### src/rtl/lfsr_pkg.sv
// Shared types for the LFSR sequencer: step mode and control FSM encoding.
package lfsr_pkg;

  typedef enum logic {
    LFSR_FIB = 1'b0,
    LFSR_GAL = 1'b1
  } lfsr_mode_e;

  typedef enum logic [1:0] {
    S_IDLE    = 2'd0,
    S_RUN     = 2'd1,
    S_RECOVER = 2'd2
  } lfsr_fsm_e;

endpackage

### src/rtl/lfsr_next.sv
// Combinational one-step LFSR update, right-shifting, Fibonacci or Galois form.
module lfsr_next
  import lfsr_pkg::*;
#(
  parameter int               WIDTH = 4,
  parameter logic [WIDTH-1:0] FTAPS = 4'b0011,
  parameter logic [WIDTH-1:0] GTAPS = 4'b1100
) (
  input  logic [WIDTH-1:0] state_i,
  input  lfsr_mode_e       mode_i,
  output logic [WIDTH-1:0] next_o
);

  always_comb begin
    next_o = '0;
    if (mode_i == LFSR_GAL)
      next_o = (state_i >> 1) ^ ({WIDTH{state_i[0]}} & GTAPS);
    else
      next_o = {^(state_i & FTAPS), state_i[WIDTH-1:1]};
  end

endmodule

### src/rtl/lfsr_sequencer.sv
// LFSR sequence generator with seed load, run/stop control, all-zero lockup
// recovery and measured-period reporting on return to the seed.
module lfsr_sequencer
  import lfsr_pkg::*;
#(
  parameter int               WIDTH      = 4,
  parameter logic [WIDTH-1:0] FTAPS      = 4'b0011,
  parameter logic [WIDTH-1:0] GTAPS      = 4'b1100,
  parameter logic [WIDTH-1:0] RESET_SEED = 4'b0001,
  parameter int               CNT_W      = WIDTH
) (
  input  logic             clk,
  input  logic             reset,
  input  logic             mode_i,
  input  logic             load_i,
  input  logic [WIDTH-1:0] seed_i,
  input  logic             start_i,
  input  logic             stop_i,
  input  logic             step_en_i,
  output logic [WIDTH-1:0] state_o,
  output logic             bit_o,
  output logic             running_o,
  output logic             wrap_o,
  output logic [CNT_W-1:0] period_o,
  output logic             lockup_o
);

  lfsr_fsm_e        fsm_q;
  lfsr_mode_e       mode_q;
  logic [WIDTH-1:0] state_q, seed_q, next_d;
  logic [CNT_W-1:0] cnt_q, cnt_inc_d, period_q;
  logic             wrap_q, lockup_q;

  lfsr_next #(
    .WIDTH (WIDTH),
    .FTAPS (FTAPS),
    .GTAPS (GTAPS)
  ) u_next (
    .state_i (state_q),
    .mode_i  (mode_q),
    .next_o  (next_d)
  );

  // Period counter sticks at all-ones rather than wrapping on long sequences.
  assign cnt_inc_d = (cnt_q == '1) ? cnt_q : cnt_q + CNT_W'(1);

  always_ff @(posedge clk or posedge reset) begin
    if (reset) begin
      fsm_q    <= S_IDLE;
      mode_q   <= LFSR_FIB;
      state_q  <= RESET_SEED;
      seed_q   <= RESET_SEED;
      cnt_q    <= '0;
      period_q <= '0;
      wrap_q   <= 1'b0;
      lockup_q <= 1'b0;
    end else begin
      wrap_q   <= 1'b0;
      lockup_q <= 1'b0;
      if (load_i) begin
        // Load overrides everything; a pending recovery is abandoned silently.
        state_q <= seed_i;
        seed_q  <= seed_i;
        mode_q  <= lfsr_mode_e'(mode_i);
        cnt_q   <= '0;
        if (fsm_q == S_RECOVER) fsm_q <= S_RUN;
      end else begin
        case (fsm_q)
          S_IDLE: begin
            if (start_i && !stop_i) begin
              mode_q <= lfsr_mode_e'(mode_i);
              fsm_q  <= S_RUN;
            end
          end
          S_RUN: begin
            if (stop_i) begin
              fsm_q <= S_IDLE;
            end else if (state_q == '0) begin
              fsm_q <= S_RECOVER;
            end else if (step_en_i) begin
              state_q <= next_d;
              if (next_d == seed_q) begin
                wrap_q   <= 1'b1;
                period_q <= cnt_inc_d;
                cnt_q    <= '0;
              end else begin
                cnt_q <= cnt_inc_d;
              end
            end
          end
          S_RECOVER: begin
            state_q  <= RESET_SEED;
            seed_q   <= RESET_SEED;
            cnt_q    <= '0;
            lockup_q <= 1'b1;
            fsm_q    <= S_RUN;
          end
          default: fsm_q <= S_IDLE;
        endcase
      end
    end
  end

  assign state_o   = state_q;
  assign bit_o     = state_q[0];
  assign running_o = (fsm_q != S_IDLE);
  assign wrap_o    = wrap_q;
  assign period_o  = period_q;
  assign lockup_o  = lockup_q;

endmodule
### config.mk
export PLATFORM = sky130hd
export DESIGN_NAME = lfsr_sequencer
export DESIGN_NICKNAME = d
export VERILOG_FILES = /design/src/rtl/lfsr_pkg.sv /design/src/rtl/lfsr_next.sv /design/src/rtl/lfsr_sequencer.sv
export SDC_FILE = /design/constraint.sdc
export NUM_CORES = 1
export LEC_CHECK = 0
export CAP_MARGIN = 20
export CORE_MARGIN = 3
export CORE_UTILIZATION = 49
export DETAILED_ROUTE_END_ITERATION = 12
export PLACE_DENSITY = 0.77
export REMOVE_ABC_BUFFERS = 1
export SYNTH_ARGS = -nofsm -noshare
export SYNTH_HDL_FRONTEND = slang
export SYNTH_SLANG_ARGS = --single-unit
export TNS_END_PERCENT = 1
### constraint.sdc
create_clock -name clk -period 2.2 [get_ports clk]
set_input_delay 0.44 -clock clk [delete_from_list [all_inputs] [get_ports clk]]
set_output_delay 0.44 -clock clk [all_outputs]
set_load 0.02 [all_outputs]
==> results of run 1 <==
## critical path, cell delays in order (launching register included)
cell,delay (ns)
dfstp_2,0.58
inv_1,0.08
ha_4,0.22
mux2_4,0.29
nor3b_4,0.25
o21ai_4,0.13
nor2_4,0.14
mux2_4,0.31
## power by group
| part | internal (W) | switching [W] | total [W] |
|---|---|---|---|
| Sequential | 0.000431 | 0.0000551 | 0.000486 |
| Combinational | 0.000174 | 0.000169 | 0.000343 |
| Clock | 0.0000676 | 0.000116 | 0.000184 |
## Yosys cell counts, drive strengths merged
master	number
a21o	1
a21oi	2
a222oi	4
a22o	3
a22oi	1
a2bb2oi	1
a31oi	3
and2	1
and3	1
and4b	1
buf	2
clkbuf	2
dfrtp	19
dfstp	2
ha	2
inv	8
mux2	3
mux2i	3
nand2	6
nand2b	3
nand3	2
nand3b	2
nand4b	1
nor2	8
nor3	4
nor3b	4
o211ai	2
o21ai	8
or2	2
xnor2	2
xor2	2
## metrics by stage
stage	utilization	hold slack [ns]	cells	setup WS (ns)	instance area, um^2
final	0.6942	0.4083	158	0.1013	1418
after global routing	0.6942	0.4419	158	0.01894	1418
after CTS	0.6795	0.4159	157	0.05111	1388
after detailed placement	0.6661	0.4701	153	0.06752	1360
after global placement	0.6661	0.4683	153	0.1300	1360
after floorplan	-	0.4150	101	0.02198	1084
## logic make-up after synthesis
kind of cell,count (synthesis)
AOI/OAI and AO/OA,25
xor gates and xnor gates,4
adders and majority gates,2
buffers and inverters,12
DFF,21
muxes,6
and+or+nand+nor,35
## area by class of cell
| cell class | instances | share of cell area |
|---|---|---|
| timing repair buffer | 26 | 0.1765 |
| sequential | 21 | 0.3725 |
| inverter | 8 | 0.02118 |
| multi-input combinational | 72 | 0.3866 |
| clock inverter | 1 | 0.003530 |
| tap | 27 | 0.02383 |
| clock buffer | 3 | 0.01589 |
## sequential cells by signal, summed over array words and instances, names as in the netlist
| name | flops |
|---|---|
| cnt_q | 4 |
| period_o | 4 |
| seed_q | 4 |
| state_o | 4 |
| fsm_q | 2 |
| lockup_o | 1 |
| mode_q | 1 |
| wrap_o | 1 |
## how the worst max path moves through the flow
stage / endpoint / slack [ns]
2_1_floorplan: period_o[0] / 0.02
3_3_place_gp: state_o[1] / 0.13
3_5_place_dp: period_o[0] / 0.07
4_1_cts: period_o[0] / 0.05
5_1_grt: state_o[1] / 0.02
6_report: period_o[0] / 0.10
## per-layer routing
metal,wire [um],global-route usage
met1,1029,0.2504
met2,1229,0.3469
met3,92,0.03099
met4,29,0.06809
met5,0,0
## what timing repair did
| action | CTS | global route |
|---|---|---|
| resized for setup | 0 | 3 |
| hold buffers | 0 | 0 |
| setup endpoints to repair | 0 | 2 |
| buffers inserted | 0 | 1 |
==> qor.yml, run 1 <==
start_util: 0.5417
path_class: "flop to flop"
n_fill_cell: 171
syn_area_mm2: 0.001106
reg2reg_depth: 7
syn_inst: 105
critPathLaunch: "state_o[0]"
finClkSkew_ns: 0.004299
postRouteAntennaNets: 0
synth-xor-area-share: 0.03167
fin_crit_sh: 0.9539
slew_viol_final: 0
antenna_cells: 0
clkTransAtPathRegs_ns: 0.12
r2r_end: "period_o[0]"
fmax_mhz: 476.5
endpoint_kind: "flop"
ff2ff_setup_slack_ns: 0.10
portBuffers: 22
dieWidth_um: 53.51
r2r-start: "state_o[0]"
grt_first_pass_wirelength_um: 4146
cp_data_arrival_time_ns: 2.29
powerDensity_mw_per_mm2: 713.7
vias: 898
ys_warn_count: 0
gp_congestion: 0.8296
final_cell_mix: "clkdlybuf4s50_1, dfrtp_1, inv_1, nor2_1, o21ai_0"
wl_per_cell_um: 15.08
drive_above_1_share: 0.1603
drc: 0
max_slew_margin: 0.5205
syn_area_per_cell_um2: 10.53
cts_max_level: 1
vdd_drop_max_v: 0.0005146
ys_seq_elements: 21
grt_overflow_total: 0
status: "finished, final reports clean"
insertion_delay_ns: 0.30
hold_viol_final: 0
hold_class: "input port to asynchronous set/reset pin"
cts.sinks: 21
dr.pass1.iters: 6
hpwl_um: 1876
synthMuxAreaShare: 0.06109
die_y_um: 53.51
die_area_mm2: 0.002863
critPathRequiredTime_ns: 2.40
p_leak_nw: 0.6271
period_minus_slack_ns: 2.099
grt_start_max_net_pins: 14
finalSetupViolCount: 0
area_delta_synth_final_pct: 28.17
synth_top_family_by_area: "simple AND/OR/NAND/NOR gates"
crit_fanout: 8
worst_pin_slew_ns: 0.7159
design.core.area_mm2: 0.002042
tns_ns: 0
synth_compound_area_frac: 0.1674
final_nets: 145
synth_top_area_cell: "dfrtp_1"
grt_pass1_vias: 913
critPathLaunchType: "flop"
synth_fa_ha_area_frac: 0.02262
layout_commonest_cell: "clkdlybuf4s50_1"
regArea_um2: 528.0
synth-simple-area-share: 0.1923
wirelength_um: 2382
io_pins: 23
yosysTopAreaCellShare: 0.4299
p_total_w: 0.001012
synth.distinct_cells: 36
cts_root_buffer: "clkbuf_4"
multiInputGateArea_um2: 548.0
maxCapViolCount: 0
yosys-top-cells-area: "dfrtp_1, dfstp_2, a222oi_1"
cts_buffer_depth: 2
antenna_found_initial: 0
yosysSeqAreaShare: 0.4774
viasPerCell: 5.684
grtUsageTotal: 0.2000
cts_tree: "yes"
drt-initial-drc-count: 41
fp-row-count: 16
grt_setup_unrepaired: "no"
cts_buffers: 3
No activity file was read; power rests on OpenSTA's default activity.
==> run 2, diff against run 1 <==
- REMOVE_ABC_BUFFERS: 1 -> unset
==> run 2 against run 1 <==
  * Via count grew 0.11%
  * Critical endpoint unchanged
  * Global-route usage shrank 0.70 points
  * Sequential power is essentially flat
  * Sequential share of layout area shrank 0.58 points
  * Setup slack lost 0.043 ns
  * Clock skew shrank 0.0011 ns
  * Non-clock buffer count grew 3
  * Cell area grew 1.6%
==> qor.yml, run 2 (synthesized netlist as in run 1, its figures left out) <==
status: "finished, final reports clean"
grtUsageTotal: 0.1930
preCtsSetupSlack_ns: 0.01667
wirelength_um: 2451
slew_viol_final: 0
portBuffers: 22
multiInputGateArea_um2: 549.3
dieWidth_um: 53.51
path_class: "flop to flop"
cts_buffer_depth: 2
clkTransAtPathRegs_ns: 0.11
cts_max_level: 1
grt_overflow_total: 0
postRouteAntennaNets: 0
maxCapViolCount: 0
r2r-start: "state_o[0]"
io_pins: 23
cts_buffers: 3
dr.pass1.iters: 4
ff2ff_setup_slack_ns: 0.06
r2r_end: "period_o[0]"
vias: 899
layout_commonest_cell: "clkdlybuf4s50_1"
ctsHoldBuffers: 0
cts_root_buffer: "clkbuf_4"
crit_slowest_cell: "dfstp_2"
hpwl_um: 1763
area_delta_synth_final_pct: 30.20
design.core.area_mm2: 0.002042
p_comb_frac: 0.342
crit_path_end: "period_o[0]"
critPathLaunchType: "flop"
power.switching_w: 0.0003404
hold_class: "input port to asynchronous set/reset pin"
hold_viol_final: 0
gp_congestion: 0.7798
critPathLaunch: "state_o[0]"
antenna_cells: 0
worst_pin_slew_ns: 0.8095
crit_fanout: 8
grt_pass1_vias: 833
n_fill_cell: 159
final_nets: 148
grt_first_pass_wirelength_um: 3898
max_slew_margin: 0.4578
finalSetupViolCount: 0
cts.sinks: 21
vdd_drop_max_v: 0.0005775
start_util: 0.5417
insertion_delay_ns: 0.31
cp_data_arrival_time_ns: 2.34
antenna_found_initial: 0
p_clk_frac: 0.182
fp-row-count: 16
die_area_mm2: 0.002863
critPathRequiredTime_ns: 2.40
tns_ns: 0
setup_slack_ns: 0.05865
period_minus_slack_ns: 2.141
wl_per_cell_um: 15.22
endpoint_kind: "flop"
viasPerCell: 5.584
crit_top_cell: "mux2_4"
fmax_mhz: 467.0
cts_tree: "yes"
drt-initial-drc-count: 27
whs_ns: 0.4482
finClkSkew_ns: 0.003154
reg2reg_depth: 7
drive_above_1_share: 0.1866
internal_power_w: 0.0006822
grt_setup_unrepaired: "no"
die_y_um: 53.51
p_leak_nw: 0.6369
swShare: 0.3329
slowest_delay_ns: 0.60
crit_chain: "inv_2 > ha_4 > mux2_4 > nor3b_4 > o21ai_4 > nor2_4 > mux2_4"
syn_nets: 118
regArea_um2: 528.0
powerDensity_mw_per_mm2: 710.1
grt_start_max_net_pins: 22
final_cell_mix: "clkdlybuf4s50_1, dfrtp_1"
p_total_w: 0.001023
seqPwrFrac: 0.476
fin_crit_sh: 0.9733
drc: 0
[run 2: changes by cell type in the layout (fill, tap and decap cells not counted)]
cell | previous run | this run
and4b_2 | 0 | 1
inv_2 | 0 | 1
clkinv_2 | 1 | 0
and4b_1 | 1 | 0
inv_1 | 8 | 7
clkbuf_1 | 0 | 1
buf_4 | 4 | 7
[run 2: worst max-delay path, delay by kind of cell, from the launching register on]
kind	cells	cell delay (ns)
AOI/OAI and AO/OA	1	0.13
adders and majority gates	1	0.22
buffers and inverters	1	0.07
muxes	2	0.61
and+or+nand+nor	2	0.41
DFF	1	0.60
[run 2: routing by layer]
| metal | up-vias | wire length [um] | global-route usage |
|---|---|---|---|
| met2 | 31 | 1235 | 0.3265 |
| met5 | - | 0 | 0 |
| li1 | 439 | - | - |
| met4 | 0 | 31 | 0.06809 |
| met3 | 2 | 115 | 0.03662 |
| met1 | 427 | 1068 | 0.2442 |
[run 2: what timing repair did]
action | in CTS | in global routing
resized for setup | 1 | 4
buffers inserted | 0 | 4
setup endpoints to repair | 1 | 4
pin swaps | 0 | 3
[run 2: stage by stage]
stage | instance area, um^2 | util | std cells
3_5_place_dp | 1360 | 0.6661 | 153
6_report | 1440 | 0.7053 | 161
4_1_cts | 1393 | 0.6820 | 157
3_3_place_gp | 1360 | 0.6661 | 153
2_1_floorplan | 1106 | - | 105
5_1_grt | 1440 | 0.7053 | 161
[run 2: worst min-delay path by stage]
stage	startpoint	endpoint	slack, ns	depth (start not counted)
finish	reset	seed_q[1]	0.45	3
global route	reset	period_o[0]	0.45	3
CTS	reset	seed_q[1]	0.45	3
detailed placement	period_o[2]	period_o[2]	0.48	1
global placement	period_o[2]	period_o[2]	0.46	1
floorplan	reset	cnt_q[0]	0.42	1
[run 2: cell type report]
type                       count  share of cell area
timing repair buffer          29              0.1894
multi-input combinational     72              0.3814
sequential                    21              0.3666
inverter                       8             0.02085
tap                           27             0.02346
clock buffer                   4             0.01825
[run 2: power by group through the flow]
| stage | registers [W] | clock network (W) | logic, W |
|---|---|---|---|
| floorplan | 0.000504 | 0 | 0.000181 |
| global placement | 0.000488 | 0 | 0.000310 |
| detailed placement | 0.000490 | 0 | 0.000317 |
| CTS | 0.000484 | 0.000194 | 0.000327 |
| global route | 0.000494 | 0.000212 | 0.000382 |
| finish | 0.000487 | 0.000186 | 0.000350 |
==> run 3, diff against run 2 <==
- CAP_MARGIN: 20 -> 30
==> results of run 3 <==
Final layout, timing and power as in run 2 (identical DEF).
